<file path="config.mk">
export PLATFORM = sky130hd
export DESIGN_NAME = summer_arbiter_flat
export DESIGN_NICKNAME = d
export VERILOG_FILES = /design/src/rtl/summer_arbiter_if.sv /design/src/rtl/summer_arbiter.sv /design/src/flat_wrapper.sv
export SDC_FILE = /design/constraint.sdc
export NUM_CORES = 1
export LEC_CHECK = 0
export BUFFER_PORTS_ARGS = -buffer_cell sky130_fd_sc_hd__buf_2
export CORE_ASPECT_RATIO = 0.9
export CORE_MARGIN = 5
export CORE_UTILIZATION = 40
export DETAILED_ROUTE_END_ITERATION = 7
export PLACE_DENSITY = 0.67
export SETUP_SLACK_MARGIN = 0.1
export SLEW_MARGIN = 40
export SYNTH_ARGS = -nofsm -noshare
export SYNTH_HDL_FRONTEND = slang
export SYNTH_SLANG_ARGS = --single-unit
</file>
<file path="constraint.sdc">
create_clock -name clk -period 4.1 [get_ports clk]
set_clock_uncertainty 0.2 [all_clocks]
set_input_delay 0.41 -clock clk [delete_from_list [all_inputs] [get_ports clk]]
set_output_delay 0.41 -clock clk [all_outputs]
set_load 0.05 [all_outputs]
</file>
<file path="src/rtl/summer_arbiter_if.sv">
// Bus bundle between the neuron requesters/result consumer and the shared summer arbiter.
interface summer_arbiter_if #(
  parameter int unsigned NREQ = 4,
  parameter int unsigned IDW  = 2
);
  logic [NREQ-1:0]   req;
  logic [4*NREQ-1:0] a_flat;
  logic [4*NREQ-1:0] b_flat;
  logic [NREQ-1:0]   gnt;
  logic              out_valid;
  logic              out_ready;
  logic [3:0]        out_sum;
  logic              out_cout;
  logic [IDW-1:0]    out_id;

  // Requester/consumer side
  modport master (
    output req, a_flat, b_flat, out_ready,
    input  gnt, out_valid, out_sum, out_cout, out_id
  );

  // Arbiter side
  modport slave (
    input  req, a_flat, b_flat, out_ready,
    output gnt, out_valid, out_sum, out_cout, out_id
  );
endinterface

</file>
<file path="src/rtl/summer_arbiter.sv">
// Round-robin arbiter sharing one 4-bit summer among NREQ requesters, with a
// single registered result slot tagged by requester index.
module summer_arbiter #(
  parameter int unsigned NREQ = 4,
  parameter int unsigned IDW  = 2
) (
  input  logic               clk,
  input  logic               rst_n,
  summer_arbiter_if.slave    bus
);

  localparam int unsigned OPW = 4;

  logic [IDW-1:0]  r_ptr;
  logic            r_out_valid;
  logic [OPW-1:0]  r_out_sum;
  logic            r_out_cout;
  logic [IDW-1:0]  r_out_id;

  logic            w_slot_free;
  logic            w_found;
  logic [IDW-1:0]  w_sel;
  logic [NREQ-1:0] w_gnt;
  logic            w_xfer;
  logic [OPW-1:0]  w_a;
  logic [OPW-1:0]  w_b;
  logic [OPW:0]    w_sum5;
  logic [IDW-1:0]  w_ptr_nxt;

  // Slot can take a new result when empty or being drained this cycle
  assign w_slot_free = !r_out_valid || bus.out_ready;

  // Round-robin scan: first requester at or above ptr, else lowest overall (wrap)
  always_comb begin
    w_found = 1'b0;
    w_sel   = '0;
    for (int i = 0; i < int'(NREQ); i++) begin
      if (!w_found && bus.req[i] && (IDW'(i) >= r_ptr)) begin
        w_found = 1'b1;
        w_sel   = IDW'(i);
      end
    end
    for (int i = 0; i < int'(NREQ); i++) begin
      if (!w_found && bus.req[i]) begin
        w_found = 1'b1;
        w_sel   = IDW'(i);
      end
    end
  end

  // One-hot grant, suppressed in reset and while the slot is stalled
  always_comb begin
    w_gnt = '0;
    for (int i = 0; i < int'(NREQ); i++) begin
      w_gnt[i] = rst_n && w_slot_free && w_found && (w_sel == IDW'(i));
    end
  end

  assign w_xfer = |w_gnt;

  // Operand mux driven by the grant; operands reach outputs only via the slot
  always_comb begin
    w_a = '0;
    w_b = '0;
    for (int i = 0; i < int'(NREQ); i++) begin
      if (w_gnt[i]) begin
        w_a = bus.a_flat[4*i +: 4];
        w_b = bus.b_flat[4*i +: 4];
      end
    end
  end

  // Shared summer; the fifth bit is the carry out of bit 3
  assign w_sum5 = {1'b0, w_a} + {1'b0, w_b};

  // Pointer moves just past the winner, wrapping at NREQ-1 for any NREQ
  assign w_ptr_nxt = (w_sel == IDW'(NREQ - 1)) ? '0 : (w_sel + IDW'(1));

  // Result slot and round-robin pointer
  always_ff @(posedge clk or negedge rst_n) begin
    if (!rst_n) begin
      r_ptr       <= '0;
      r_out_valid <= 1'b0;
      r_out_sum   <= '0;
      r_out_cout  <= 1'b0;
      r_out_id    <= '0;
    end else if (w_xfer) begin
      r_ptr       <= w_ptr_nxt;
      r_out_valid <= 1'b1;
      r_out_sum   <= w_sum5[OPW-1:0];
      r_out_cout  <= w_sum5[OPW];
      r_out_id    <= w_sel;
    end else if (r_out_valid && bus.out_ready) begin
      r_out_valid <= 1'b0;
    end
  end

  assign bus.gnt       = w_gnt;
  assign bus.out_valid = r_out_valid;
  assign bus.out_sum   = r_out_sum;
  assign bus.out_cout  = r_out_cout;
  assign bus.out_id    = r_out_id;

endmodule

</file>
<file path="src/flat_wrapper.sv">
// flat-port wrapper written by rule: the top's interface ports become plain ports
module summer_arbiter_flat 
#(
  parameter int unsigned NREQ = 4,
  parameter int unsigned IDW  = 2
)
  (clk, rst_n, bus_req, bus_a_flat, bus_b_flat, bus_out_ready, bus_gnt, bus_out_valid, bus_out_sum, bus_out_cout, bus_out_id);
  summer_arbiter_if #(.NREQ(NREQ), .IDW(IDW)) bus_i ();
  input  logic clk;
  input  logic rst_n;
  input wire logic [$bits(bus_i.req)-1:0] bus_req;
  input wire logic [$bits(bus_i.a_flat)-1:0] bus_a_flat;
  input wire logic [$bits(bus_i.b_flat)-1:0] bus_b_flat;
  input wire logic [$bits(bus_i.out_ready)-1:0] bus_out_ready;
  output wire logic [$bits(bus_i.gnt)-1:0] bus_gnt;
  output wire logic [$bits(bus_i.out_valid)-1:0] bus_out_valid;
  output wire logic [$bits(bus_i.out_sum)-1:0] bus_out_sum;
  output wire logic [$bits(bus_i.out_cout)-1:0] bus_out_cout;
  output wire logic [$bits(bus_i.out_id)-1:0] bus_out_id;
  assign bus_i.req = bus_req;
  assign bus_i.a_flat = bus_a_flat;
  assign bus_i.b_flat = bus_b_flat;
  assign bus_i.out_ready = bus_out_ready;
  assign bus_gnt = bus_i.gnt;
  assign bus_out_valid = bus_i.out_valid;
  assign bus_out_sum = bus_i.out_sum;
  assign bus_out_cout = bus_i.out_cout;
  assign bus_out_id = bus_i.out_id;
  summer_arbiter #(.NREQ(NREQ), .IDW(IDW)) u_core (.clk(clk), .rst_n(rst_n), .bus(bus_i));
endmodule
</file>
# [Word level (Yosys, flattened, before mapping)]
# Cells that the tools add are included.
[classes] n_addsub=2 n_lt_le_gt_ge=4 eq_ne=3 muxes=26 n_reduce_logical=30
[op_table] cell="$mux 4" count=8
[op_table] cell="$logic_and 1x1->1" count=18
[op_table] cell="$mux 2" count=7
[op_table] cell="$mux 1" count=11
[op_table] cell="$logic_not 1->1" count=8
[op_table] cell="$add 4x4->5" count=1
[op_table] cell="$eq 2x2->1 const B" count=2
[op_table] cell="$ge 1x2->1 const A" count=2
[op_table] cell="$ge 2x2->1 const A" count=2
[op_table] cell="$reduce_or 4->1" count=1
[op_table] cell="$add 2x1->2 const B" count=1
[op_table] cell="$eq 2x1->1 const B" count=1
[op_table] cell="$logic_not 2->1" count=1
[op_table] cell="$reduce_bool 2->1" count=1
[op_table] cell="$logic_or 1x1->1" count=1
[word_totals] ff_bits=10 out_inout_bits=12

# [Depth between registers and ports, before layout]
# Gate-level depths: netlist of run 1.
[depth] word_depth=34 mapped_depth=13 ltp_nobuf=12

# [Least setup slack after synthesis of run 1]
# No wires, ideal clock.
[synth_path] kind="flip-flop to flip-flop" start="register u_core.r_ptr[1]" end="register u_core.r_out_sum[3], in the netlist u_core.bus.out_sum[3]" arrival_ns=3.024 path_slack_ns=0.748 path_stages_with_launch=13 path_buffers=2 path_cell_list="dfrtp_1 > nor2b_1 > a2111oi_0 > nor2_1 > ha_1 > buf_2 > clkbuf_1 > a221o_1 > a21oi_1 > ha_1 > a211oi_1 > o21ba_2 > o31ai_1"
[synth_via] elab_chain_len=34 elab_cells_between_ends=56 cone_classes="1 x add/sub; 4 x order compare; 3 x eq/ne; 23 x mux; 25 x reduce/logical"
[synth_rtl] item="start: declaration" line_no="summer_arbiter.sv:14" rtl="logic [IDW-1:0] r_ptr;"
[synth_rtl] item="start signal: assignment" line_no="summer_arbiter.sv:88" rtl="r_ptr <= w_ptr_nxt;"
[synth_rtl] item="$ge 1x2->1" line_no="summer_arbiter.sv:38" rtl="if (!w_found && bus.req[i] && (IDW'(i) >= r_ptr)) begin"
[synth_rtl] item="$logic_and 1x1->1" line_no="summer_arbiter.sv:38"
[synth_rtl] item="$mux 1" line_no="summer_arbiter.sv:38"
[synth_rtl] item="$logic_not 1->1" line_no="summer_arbiter.sv:38"
[synth_rtl] item="$logic_and 1x1->1 (2 in a row)" line_no="summer_arbiter.sv:38"
[synth_rtl] item="$mux 1" line_no="summer_arbiter.sv:38"
[synth_rtl] item="$logic_not 1->1" line_no="summer_arbiter.sv:38"
[synth_rtl] item="$logic_and 1x1->1 (2 in a row)" line_no="summer_arbiter.sv:38"
[synth_rtl] item="(+14 left out)"
[synth_rtl] item="$logic_not 1->1" line_no="summer_arbiter.sv:44" rtl="if (!w_found && bus.req[i]) begin"
[synth_rtl] item="$logic_and 1x1->1" line_no="summer_arbiter.sv:44"
[synth_rtl] item="$mux 2 *" line_no="summer_arbiter.sv:44"
[synth_rtl] item="named net u_core.w_sel[1]" line_no="summer_arbiter.sv:22" rtl="logic [IDW-1:0] w_sel;"
[synth_rtl] item="$logic_not 2->1" line_no="summer_arbiter.sv:55" rtl="w_gnt[i] = rst_n && w_slot_free && w_found && (w_sel == IDW'(i));"
[synth_rtl] item="$logic_and 1x1->1" line_no="summer_arbiter.sv:55"
[synth_rtl] item="$mux 4 (4 in a row)" line_no="summer_arbiter.sv:66" rtl="if (w_gnt[i]) begin"
[synth_rtl] item="$add 4x4->5" line_no="summer_arbiter.sv:74" rtl="assign w_sum5 = {1'b0, w_a} + {1'b0, w_b};"
[synth_rtl] item="end signal: assignment" line_no="summer_arbiter.sv:90" rtl="r_out_sum <= w_sum5[OPW-1:0];"
[synth_rtl] item="end: declaration" line_no="summer_arbiter.sv:16" rtl="logic [OPW-1:0] r_out_sum;"
# The timed path passes the listed nets; every way through them passes the cells marked *.
# A chain may end at the register's enable or synchronous reset.

# [Worst setup path after layout of run 1]
[layout_path] start="register u_core.r_ptr[1]" end="register u_core.r_out_sum[3], in the netlist u_core.bus.out_sum[3]"
[layout_via] elab_chain_len=34 elab_cells_between_ends=56 cone_classes="1 x add/sub; 4 x order compare; 3 x eq/ne; 23 x mux; 25 x reduce/logical"
[layout_rtl] item="$ge 1x2->1" line_no="summer_arbiter.sv:38"
[layout_rtl] item="$logic_and 1x1->1" line_no="summer_arbiter.sv:38"
[layout_rtl] item="$mux 1" line_no="summer_arbiter.sv:38"
[layout_rtl] item="$logic_not 1->1" line_no="summer_arbiter.sv:38"
[layout_rtl] item="$logic_and 1x1->1 (2 in a row)" line_no="summer_arbiter.sv:38"
[layout_rtl] item="$mux 1" line_no="summer_arbiter.sv:38"
[layout_rtl] item="$logic_not 1->1" line_no="summer_arbiter.sv:38"
[layout_rtl] item="$logic_and 1x1->1 (2 in a row)" line_no="summer_arbiter.sv:38"
[layout_rtl] item="(+13 left out)"
[layout_rtl] item="$mux 1" line_no="summer_arbiter.sv:44"
[layout_rtl] item="$logic_not 1->1" line_no="summer_arbiter.sv:44"
[layout_rtl] item="$logic_and 1x1->1" line_no="summer_arbiter.sv:44"
[layout_rtl] item="$mux 2 / $mux 1 (equally long branches)" line_no="summer_arbiter.sv:44"
[layout_rtl] item="$logic_not 2->1 / $logic_and 1x1->1 (equally long branches)" line_no="summer_arbiter.sv:55"
[layout_rtl] item="$logic_and 1x1->1" line_no="summer_arbiter.sv:55"
[layout_rtl] item="$mux 4 (4 in a row)" line_no="summer_arbiter.sv:66"
[layout_rtl] item="$add 4x4->5" line_no="summer_arbiter.sv:74"
# Parallel ways exist; a longest one is shown, timed or not.

==> results by group, run 1 <==
Setup path
  – Worst path top cell family by delay: compound AO/OA/AOI/OAI gates
  – Worst setup path class: register to register
  – Critical path, cell by cell: nor2b_1, a2111oi_1, or2_1, ha_1, a21oi_1, a221o_1, a21oi_1, ha_1, a211oi_1, nor3b_1, o31ai_1
  – Slowest cell on the critical path: a2111oi_1
  – CP Buf/Inv Count: 0
  – Critical Path AT: 3.61 ns
  – Worst endpoint required time: 4.07 ns
  – Crit start category: register
  – CP Capture Type: register
  – Max incr delay on CP: approximately 0.54 ns
  – Crit Path Max Fanout: 10

Power
  – Switching Share: 48.3%
  – Logic pwr share: around two thirds
  – Static Leak: slightly below 0.7 nW
  – PD cells: 537 nW/µm²
  – Peak VDD IR: 0.403 mV
  – P_int: between 0.3 and 0.4 mW
  – Clock power frac: about an eighth
  – Share of power burned in registers: 21.2%
  – Sw power: 0.349 mW

Global routing
  – Layer with the highest usage: met2
  – Met3 Use GR: between 3 and 4%
  – Vias in the first global route: a little over 1000
  – M1 GR Usage: around 21%
  – Largest net degree at the start of global routing: 18
  – First-pass GRT wire length: between 4000 and 5000 µm
  – GRT Total Usage: roughly 15%
  – Initial antenna violation count: 0
  – Met2 usage: ~24%
  – Grt ovf: 0

Die
  – Initial Util: ~42%
  – Io pins: 51
  – # rows: 17
  – Die Y: a little under 60 µm
  – Die area: approximately 3700 µm²
  – CORE AREA: 2470 µm²
  – Die X: 63.8 µm

Timing
  – Slew HR: between 50% and 60%
  – RSZ-0062 raised after global routing: no
  – Worst slew pin tran: between 0.6 and 0.7 ns
  – Crit path time final: ~3.6 ns
  – # setup viols final: 0
  – Max Fclk: between 200 and 300 MHz
  – Slew Limit Fails: 0
  – Fin. Hold Viols: 0
  – Period utilization: 88.7%
  – TNS Setup: 0 ns

Place
  – Dpl cells: between 150 and 200
  – Hpwl dp: approximately 2300 µm
  – DP Area: between 1000 and 1500 µm²
  – GPL Wtd Cong: approximately 0.74
  – Port Buffer Count: 50

Job
  – Max_cap viols: 0

Detailed routing
  – Vias per Instance: about 5.5
  – DR iter-0 viols: 22
  – DR WL/cell: between 10 and 15 µm
  – Initial DRT Pass Iterations: 4
  – Drt drc: 0
  – Post-route ant nets: 0
  – Total number of vias: around 1100
  – WL final: between 2000 and 3000 µm

Outcome
  – Outcome: completed

Clocking
  – Hold buffers post-CTS: 1
  – Clock Latency Late Sink: between 0.2 and 0.3 ns
  – Clock root buffer: clkbuf_4
  – Buffer count from post-CTS setup fixing: 0
  – H-tree levels: 1
  – Clock sinks: 10
  – Max Root-Sink Buffers: 2
  – CTS-repair resized insts: 0
  – Clock transition at path regs: around 0.07 ns
  – Cts bufs inserted: 3
  – TritonCTS clock tree: built

Cells and area
  – Finished Cell Area: about 1300 µm²
  – Share of cells above drive strength 1: approximately 36%
  – Area Overhead vs Synth: 29.2%
  – Ant. Diodes: 0
  – Net count, final: between 200 and 250
  – Fin cells: 199
  – Final core utilization: 54.5%

Yosys
  – Synthesis-stage register bit count: 10
  – Synthesized cell area: roughly 1000 µm²
  – Register area share after synthesis: 24.0%
  – Syn Inst Count: about 120
  – YS warnings: 0
  – Syn Nets: between 150 and 200
  – Synth cell types: 35
  – Syn_area_per_cell: roughly 8.5 µm²

Worst hold path
  – Hold WC Path Type: input pin to register
[layer usage]
layer / share of wire [%] / vias to the layer above
li1: - / 544
met2: 48 / 34
met5: 0 / -
met1: 46 / 521
met4: 0.58 / 0
met3: 5.4 / 2
[kinds of logic after synthesis]
family / count (synthesis) / share of synthesized area [%]
compound gates: 44 / 30.3
mux: 4 / 5.29
buf+inv: 15 / 6.37
flops: 10 / 24.0
fa+ha+maj: 9 / 11.5
xor+xnor: 1 / 0.841
simple gates: 39 / 21.6
[worst register-to-register path, delay by kind of cell, from the launching register on]
| kind | cells | cell delay [ns] |
|---|---|---|
| compound gates | 6 | 1.78 |
| simple gates | 3 | 0.49 |
| fa+ha+maj | 2 | 0.64 |
| flops | 1 | 0.43 |
[sequential cells by signal, indices dropped and copies added (netlist names)]
register              flops
u_core.bus.out_valid      1
u_core.r_ptr              2
u_core.bus.out_sum        4
u_core.bus.out_id         2
u_core.bus.out_cout       1
[per-stage QoR]
stage,hold WS [ns],power (mW),setup slack [ns]
after floorplan,-0.0856,0.519,0.748
after global placement,0.101,0.623,0.502
after detailed placement,0.106,0.628,0.350
after CTS,0.218,0.723,0.371
after global routing,0.249,0.777,0.161
final,0.219,0.722,0.462
[cell usage after synthesis]
cell type | count | area (µm²)
o32a_1 | 1 | 10.0
ha_1 | 8 | 100
nor2_4 | 1 | 11.3
nor2_1 | 4 | 15.0
o41ai_4 | 1 | 27.5
a221o_1 | 8 | 80.1
nand3b_1 | 8 | 60.1
nand3_1 | 1 | 5.00
o21ai_0 | 5 | 25.0
o31ai_1 | 3 | 22.5
a21o_1 | 2 | 15.0
fa_1 | 1 | 20.0
clkbuf_1 | 3 | 11.3
and2_1 | 5 | 31.3
and3_1 | 1 | 6.26
mux2_4 | 3 | 45.0
inv_1 | 8 | 30.0
nor3b_1 | 2 | 15.0
a211oi_1 | 1 | 7.51
xnor2_1 | 1 | 8.76
dfrtp_1 | 10 | 250
buf_1 | 1 | 3.75
o21ai_1 | 2 | 10.0
nand2_1 | 11 | 41.3
or2b_2 | 1 | 8.76
or2_1 | 1 | 6.26
buf_2 | 2 | 10.0
a21oi_1 | 18 | 90.1
a211o_1 | 1 | 8.76
nand2b_1 | 2 | 12.5
nor2b_1 | 2 | 12.5
mux2i_1 | 1 | 10.0
o21ba_2 | 1 | 10.0
a2111oi_0 | 1 | 8.76
buf_6 | 1 | 11.3
[final cells by class]
class                           count  area, µm²
Fill cell                         235       1120
Multi-Input combinational cell     97        726
Timing Repair Buffer               52        268
Sequential cell                    10        250
Clock buffer                        4       36.3
Tap cell                           28       35.0
Inverter                            8       30.0
[placed cells by master, fill, tap and decap left out, types with 2 or more instances in the layout]
| master | n |
|---|---|
| a21oi_1 | 18 |
| a221o_1 | 8 |
| nor2b_1 | 2 |
| mux2_4 | 3 |
| buf_2 | 50 |
| nor2_1 | 4 |
| o31ai_1 | 3 |
| nand3b_1 | 8 |
| o21ai_0 | 5 |
| and2_1 | 5 |
| dfrtp_1 | 10 |
| o21ai_1 | 2 |
| nand2_1 | 11 |
| nand2b_1 | 2 |
| clkbuf_4 | 3 |
| ha_1 | 8 |
| inv_1 | 8 |
| a21o_1 | 2 |
| nor3b_1 | 2 |
[power by group through the flow]
stage | Sequential (mW) | Clock, mW | Combinational (mW)
detailed placement | 0.154 | 0 | 0.474
CTS | 0.153 | 0.0928 | 0.477
global route | 0.159 | 0.100 | 0.518
finish | 0.153 | 0.0906 | 0.479
global placement | 0.155 | 0 | 0.468
floorplan | 0.239 | 0 | 0.280
[worst paths after layout]
check	from	end	slack, ns	cells past startpoint
min reg2reg	u_core.bus.out_sum[3]$_DFFE_PN0P_	u_core.bus.out_sum[3]$_DFFE_PN0P_	0.31	2
min	bus_out_ready	u_core.bus.out_valid$_DFFE_PN0P_	0.22	3
max in group asynchronous	rst_n	u_core.bus.out_sum[2]$_DFFE_PN0P_	3.13	2
max	u_core.r_ptr[1]$_DFFE_PN0P_	u_core.bus.out_sum[3]$_DFFE_PN0P_	0.46	11
min in group asynchronous	rst_n	u_core.r_ptr[1]$_DFFE_PN0P_	0.35	2
max reg2reg	u_core.r_ptr[1]$_DFFE_PN0P_	u_core.bus.out_sum[3]$_DFFE_PN0P_	0.46	11
(Power assumes the default switching activity.)
==> run 2, diff against run 1 <==
--- a/config.mk
+++ b/config.mk
@@ -5,12 +5,12 @@
 export SDC_FILE = /design/constraint.sdc
 export NUM_CORES = 1
 export LEC_CHECK = 0
-export BUFFER_PORTS_ARGS = -buffer_cell sky130_fd_sc_hd__buf_2
 export CORE_ASPECT_RATIO = 0.9
 export CORE_MARGIN = 5
 export CORE_UTILIZATION = 40
 export DETAILED_ROUTE_END_ITERATION = 7
-export PLACE_DENSITY = 0.67
+export DONT_BUFFER_PORTS = 1
+export PLACE_DENSITY = 0.5
 export SETUP_SLACK_MARGIN = 0.1
 export SLEW_MARGIN = 40
 export SYNTH_ARGS = -nofsm -noshare
==> run 2 against run 1 <==
Effect of this change:
- cell count is 26% lower
- register-to-register slack better by 0.15 ns
- utilization is 10 points lower
- setup slack better by 0.15 ns
- non-clock buffer count is 51 lower
- critical endpoint unchanged
- die area stayed put
- critical path depth stayed put
- clock power is 1% lower
==> results by group, run 2 (same netlist as run 1, synthesis figures left out) <==
Outcome
  – Outcome: completed

Clocking
  – TritonCTS clock tree: built
  – Clock sinks: 10 (unchanged)
  – Clock root buffer: clkbuf_4
  – Clock transition at path regs: 0.07 ns (about the same)
  – Clock Latency Late Sink: 0.26 ns (about the same)
  – Cts bufs inserted: 3 (unchanged)
  – H-tree levels: 1 (unchanged)
  – Max Root-Sink Buffers: 2 (unchanged)

Detailed routing
  – Initial DRT Pass Iterations: 4 (unchanged)
  – Post-route ant nets: 0 (unchanged)
  – DR WL/cell: 17.4 µm (+25%)
  – DR iter-0 viols: 64 (+190%)
  – Drt drc: 0 (unchanged)
  – Total number of vias: 889 (-19%)
  – Vias per Instance: 6.01 (+8.6%)
  – WL final: 2580 µm (-7.0%)

Cells and area
  – Fin cells: 148 (-26%)
  – Final core utilization: 44.2% (-10 points)
  – Register area: 250 µm² (unchanged)
  – Commonest non-fill, non-tap cells in the layout: a21oi_1, nand2_1, dfrtp_1
  – Net count, final: 169 (-23%)
  – Most common cell after layout, fill and taps aside: a21oi_1
  – Filler Cell Count: 254 (+8.1%)
  – Area of the multi-input gates: 728 µm² (+0.34%)
  – Area Overhead vs Synth: 4.69%
  – Share of cells above drive strength 1: 10.0% (-26 points)
  – Max FFs per register: 4 (unchanged)
  – Ant. Diodes: 0 (unchanged)

Global routing
  – Initial antenna violation count: 0 (unchanged)
  – First-pass GRT wire length: 4220 µm (-8.0%)
  – Largest net degree at the start of global routing: 18 (unchanged)
  – Vias in the first global route: 894 (-13%)
  – GRT Total Usage: 14.1% (-0.71 points)
  – Grt ovf: 0 (unchanged)

Power
  – Static Leak: 0.473 nW (-31%)
  – Final total power: 0.666 mW (-7.7%)
  – Peak VDD IR: 0.379 mV (-5.9%)
  – PD cells: 612 nW/µm² (+14%)

Setup path
  – Crit. Startpoint: u_core.r_ptr[1]$_DFFE_PN0P_
  – Reg2reg setup slack: 0.61 ns (+0.15 ns)
  – Critical Path AT: 3.47 ns (-0.14 ns)
  – R2R Path Start: u_core.r_ptr[1]$_DFFE_PN0P_
  – Crit start category: register
  – Worst setup path class: register to register
  – Crit path top cell by count: a21oi_1
  – Critical path, cell by cell: nor2b_1, a2111oi_1, or2_1, ha_2, a21oi_1, a221o_1, a21oi_1, ha_1, a211oi_1, nor3b_1, o31ai_1
  – Crit Path Max Fanout: 17 (+7)
  – Slowest cell on the critical path: a2111oi_1
  – Reg2Reg Capture Point: u_core.bus.out_sum[3]$_DFFE_PN0P_
  – Worst endpoint required time: 4.08 ns (about the same)
  – Max incr delay on CP: 0.51 ns (-0.03 ns)
  – Register-to-Register Path Depth: 11 (unchanged)
  – Worst setup path endpoint: u_core.bus.out_sum[3]$_DFFE_PN0P_
  – CP Capture Type: register

Timing
  – # setup viols final: 0 (unchanged)
  – Slew Limit Fails: 0 (unchanged)
  – RSZ-0062 raised after global routing: no
  – Worst slew pin tran: 0.592 ns (-0.0129 ns)
  – Slew HR: 60.4% (+0.81 points)
  – Fin. Hold Viols: 0 (unchanged)
  – Crit path time final: 3.49 ns (-0.148 ns)
  – Max Fclk: 287 MHz (+4.2%)
  – Period utilization: 85.1% (-3.6 points)
  – TNS Setup: 0 ns (unchanged)

Place
  – GPL Wtd Cong: 0.720 (-2.9%)
  – Dpl cells: 143 (-26%)
  – Port Buffer Count: 0 (-100%)
  – Hpwl dp: 2070 µm (-8.8%)

Job
  – Max_cap viols: 0 (unchanged)

Worst hold path
  – Hold WC Path Type: input pin to register

Die
  – CORE AREA: 2470 µm² (unchanged)
  – Initial Util: 42.2% (unchanged)
  – Io pins: 51 (unchanged)
  – Die Y: 58.4 µm (unchanged)
  – Die X: 63.8 µm (unchanged)
  – # rows: 17 (unchanged)
  – Die area: 3720 µm² (unchanged)
-- run 2: metal layers --
layer | vias to the layer above | GRT usage [%] | share of wire, %
li1 | 445 | - | -
met1 | 407 | 20.3 | 49
met2 | 35 | 19.7 | 43
met3 | 2 | 5.34 | 7.3
met4 | 0 | 3.56 | 0.74
met5 | - | 0 | 0
-- run 2: final cells by class --
cell class	count	share of cell area [%]
Clock buffer	4	3.33
Inverter	8	2.76
Multi-Input combinational cell	97	66.8
Sequential cell	10	23.0
Tap cell	28	3.21
Timing Repair Buffer	1	0.918
-- run 2: worst max-delay path: cells and delay by family, from the launching register on --
| family | cells | cell delay (ns) |
|---|---|---|
| adders and majority gates | 2 | 0.60 |
| and+or+nand+nor | 3 | 0.49 |
| AOI/OAI and AO/OA | 6 | 1.69 |
| DFF | 1 | 0.44 |
-- run 2: how the worst min path moves through the flow --
stage                              from                               end  slack (ns)  cells past startpoint
after detailed placement          rst_n  u_core.bus.out_valid$_DFFE_PN0P_       -0.09                      0
after global placement            rst_n  u_core.bus.out_valid$_DFFE_PN0P_       -0.09                      0
after CTS                 bus_out_ready  u_core.bus.out_valid$_DFFE_PN0P_        0.11                      2
after floorplan                   rst_n   u_core.bus.out_cout$_DFFE_PN0P_       -0.09                      0
final                     bus_out_ready  u_core.bus.out_valid$_DFFE_PN0P_        0.12                      2
after global routing      bus_out_ready  u_core.bus.out_valid$_DFFE_PN0P_        0.12                      2
-- run 2: report_power, final --
group	switching [mW]	internal, mW	total, mW
Sequential	0.115	0.129	0.245
Clock	0.0355	0.0539	0.0894
Combinational	0.179	0.153	0.332
-- run 2: repair_timing --
item,CTS,global route
setup endpoints to repair,0,1
hold endpoints to repair,10,0
buffers inserted,0,0
hold buffers,1,0
resized for setup,0,2
-- run 2: per-stage QoR --
step	hold WS, ns	cell area, µm²	setup slack (ns)
after floorplan	-0.0856	1040	0.748
after global placement	-0.0853	1040	0.416
after detailed placement	-0.0853	1040	0.384
after CTS	0.113	1090	0.371
after global routing	0.123	1090	0.244
final	0.125	1090	0.610
==> run 3, diff against run 2 <==
--- a/config.mk
+++ b/config.mk
@@ -5,6 +5,7 @@
 export SDC_FILE = /design/constraint.sdc
 export NUM_CORES = 1
 export LEC_CHECK = 0
+export ABC_AREA = 1
 export CORE_ASPECT_RATIO = 0.9
 export CORE_MARGIN = 5
 export CORE_UTILIZATION = 40
==> run 3 against run 2 <==
Effect of this change:
- design area increased by 15%
- sequential power rose by 4%
- critical path depth up 6
- cell count grew 53%
- setup slack better by 0.30 ns
- synthesized area up 16%
- first-iteration DRC count increased by 83%
- via count up 27%
- flip-flop and latch count did not move
- register-to-register slack better by 0.30 ns
- critical endpoint is now u_core.bus.out_sum[2]$_DFFE_PN0P_
- highest routed layer is now met3
==> results by group, run 3 <==
Global routing
  – Vias in the first global route: 1076 (+20%)
  – Initial antenna violation count: 0 (unchanged)
  – First-pass GRT wire length: 4800 µm (+14%)
  – GRT Total Usage: 15.0% (+0.87 points)
  – Grt ovf: 0 (unchanged)
  – Largest net degree at the start of global routing: 28 (+10)

Timing
  – RSZ-0062 raised after global routing: no
  – Slew HR: 62.7% (+2.3 points)
  – Worst slew pin tran: 0.559 ns (-0.0331 ns)
  – Worst setup margin: 0.912 ns (+0.302 ns)
  – # setup viols final: 0 (unchanged)
  – Max Fclk: 314 MHz (+9.5%)
  – Fin. Hold Viols: 0 (unchanged)
  – Slew Limit Fails: 0 (unchanged)
  – Period utilization: 77.8% (-7.4 points)
  – Crit path time final: 3.19 ns (-0.302 ns)
  – Hold WS: 0.144 ns (+0.0195 ns)
  – TNS Setup: 0 ns (unchanged)

Place
  – Worst slack, placed: 0.899 ns (+0.515 ns)
  – GPL Wtd Cong: 0.861 (+20%)
  – Port Buffer Count: 0 (unchanged)
  – Hpwl dp: 2410 µm (+16%)
  – DP Area: 1200 µm² (+16%)

Yosys
  – Register area share after synthesis: 20.8% (-3.2 points)
  – Syn Nets: 237 (+39%)
  – Area leader, netlist: dfrtp_1
  – Synth cell types: 24 (-31%)
  – Synthesized cell area: 1200 µm² (+16%)
  – Synth top area cells: dfrtp_1, nand2_1, nand4_1
  – Synth top cells by count: nand2_1, inv_1, nand4_1
  – Syn_area_per_cell: 6.37 µm² (-25%)
  – Most used DFF post-synth: dfrtp_1
  – Post-synth EDFFs: 0 (unchanged)
  – YS warnings: 0 (unchanged)
  – Synthesis-stage register bit count: 10 (unchanged)
  – Count leader, synth: nand2_1
  – Syn Inst Count: 189 (+55%)
  – Async SR Flop Fraction: 100% (unchanged)
  – Yosys top cell area share: 20.8% (-3.2 points)

Setup path
  – Critical Path AT: 3.16 ns (-0.31 ns)
  – Worst endpoint required time: 4.07 ns (about the same)
  – Register-to-Register Path Depth: 17 (+6)
  – Crit Path Max Fanout: 17 (unchanged)
  – Crit. Startpoint: u_core.r_ptr[0]$_DFFE_PN0P_
  – Reg2Reg Capture Point: u_core.bus.out_sum[2]$_DFFE_PN0P_
  – R2R Path Start: u_core.r_ptr[0]$_DFFE_PN0P_
  – Worst setup path class: register to register
  – Crit start category: register
  – CP Capture Type: register
  – Worst setup path endpoint: u_core.bus.out_sum[2]$_DFFE_PN0P_
  – Reg2reg setup slack: 0.91 ns (+0.30 ns)

Clocking
  – Cts bufs inserted: 3 (unchanged)
  – Clock root buffer: clkbuf_4
  – Clock transition at path regs: 0.06 ns (about the same)
  – Max Root-Sink Buffers: 2 (unchanged)
  – TritonCTS clock tree: built
  – Clock Latency Late Sink: 0.25 ns (about the same)
  – H-tree levels: 1 (unchanged)
  – Buffer count from post-CTS setup fixing: 0 (unchanged)
  – Clock sinks: 10 (unchanged)

Detailed routing
  – Total number of vias: 1130 (+27%)
  – Initial DRT Pass Iterations: 4 (unchanged)
  – DR iter-0 viols: 117 (+83%)
  – WL final: 2970 µm (+15%)
  – Post-route ant nets: 0 (unchanged)
  – Vias per Instance: 5.00 (-17%)
  – DR WL/cell: 13.1 µm (-25%)
  – Drt drc: 0 (unchanged)

Cells and area
  – Max FFs per register: 4 (unchanged)
  – Share of cells above drive strength 1: 9.68% (-0.32 points)
  – Net count, final: 235 (+39%)
  – Finished Cell Area: 1250 µm² (+15%)
  – Ant. Diodes: 0 (unchanged)
  – Commonest non-fill, non-tap cells in the layout: nand2_1, inv_1, nand4_1
  – Most common cell after layout, fill and taps aside: nand2_1
  – Area Overhead vs Synth: 4.16%

Power
  – Peak VDD IR: 0.312 mV (-18%)
  – Static Leak: 0.722 nW (+53%)
  – PD cells: 548 nW/µm² (-10%)
  – Final total power: 0.687 mW (+3.1%)

Die
  – Die Y: 62.0 µm (+6.2%)
  – Die X: 67.8 µm (+6.3%)
  – Io pins: 51 (unchanged)
  – CORE AREA: 2820 µm² (+14%)
  – Initial Util: 42.8% (+0.56 points)
  – # rows: 18 (+1)
  – Die area: 4210 µm² (+13%)

Worst hold path
  – Hold Path Cell Cnt: 3 (+1)
  – Hold WC Path Type: input pin to register

Outcome
  – Outcome: completed

Job
  – Max_cap viols: 0 (unchanged)
run 3: cell count changes in the layout (fill, tap and decap cells not counted), moves of 4 or more:
cell	change
a21oi_1	-16
inv_1	+24
nand4_1	+25
nand2_2	+4
a221o_1	-8
nand3b_1	-8
nand3_1	+11
nand2_1	+43
clkinv_1	+4
nor2_1	+6
and2_1	-5
run 3: where the power goes:
group | switching, mW | total (mW) | internal, mW
clock | 0.0306 | 0.0844 | 0.0538
sequential | 0.123 | 0.255 | 0.132
combinational | 0.231 | 0.348 | 0.117
run 3: layout make-up:
class	instances	area, µm²
fillers	326	1560
multi-input cells	133	761
inverters	37	139
repair buffers	2	17.5
well taps	40	50.0
flip-flops and latches	10	250
clock buffers	4	36.3
run 3: cell families (layout without fill, tap and decap cells):
kind of cell               count (synthesis)  after routing  synth area share [%]
buffers and inverters                     46             43                  16.4
and+or+nand+nor                          112            112                  45.9
adders and majority gates                  9              9                  9.98
xor gates and xnor gates                   2              2                  1.46
AOI/OAI and AO/OA                         10             10                  5.41
DFF                                       10             10                  20.8
run 3: routing by layer:
layer  track usage (%)  up-vias  wire (µm)
li1                  -      602          -
met3              5.04        0        331
met1              20.9      487       1420
met2              23.4       41       1220
met5                 0        -          0
met4              1.70        0          0
run 3: critical path, stage by stage (launching register included):
cell and delay (ns):
dfrtp_1 0.39, nor2_1 0.10, nand2_1 0.09, nand2_2 0.09, nor2_4 0.05, nand4_1 0.06
nand2_1 0.09, inv_1 0.10, ha_1 0.52, nor2_1 0.11, nand4_1 0.12, nand3_1 0.10
nand2_1 0.09, nand2_1 0.06, ha_1 0.20, fa_1 0.41, xnor2_1 0.14, o21ai_0 0.17
run 3: metrics by stage:
step / util [%] / instances
after global placement: 42.7 / 221
final: 44.5 / 226
after detailed placement: 42.7 / 221
after CTS: 44.4 / 226
after floorplan: - / 189
after global routing: 44.5 / 226
run 3: what timing repair did:
action,in CTS,in global routing
hold endpoints to repair,10,0
hold buffers,1,0
gates resized for setup,0,0
run 3: how the worst min path moves through the flow:
| stage | from | endpoint | slack (ns) |
|---|---|---|---|
| finish | bus_out_ready | u_core.bus.out_valid$_DFFE_PN0P_ | 0.14 |
| global placement | rst_n | u_core.r_ptr[0]$_DFFE_PN0P_ | -0.09 |
| floorplan | rst_n | u_core.bus.out_cout$_DFFE_PN0P_ | -0.09 |
| detailed placement | rst_n | u_core.bus.out_id[0]$_DFFE_PN0P_ | -0.09 |
| CTS | bus_out_ready | u_core.bus.out_valid$_DFFE_PN0P_ | 0.14 |
| global route | bus_out_ready | u_core.bus.out_valid$_DFFE_PN0P_ | 0.15 |
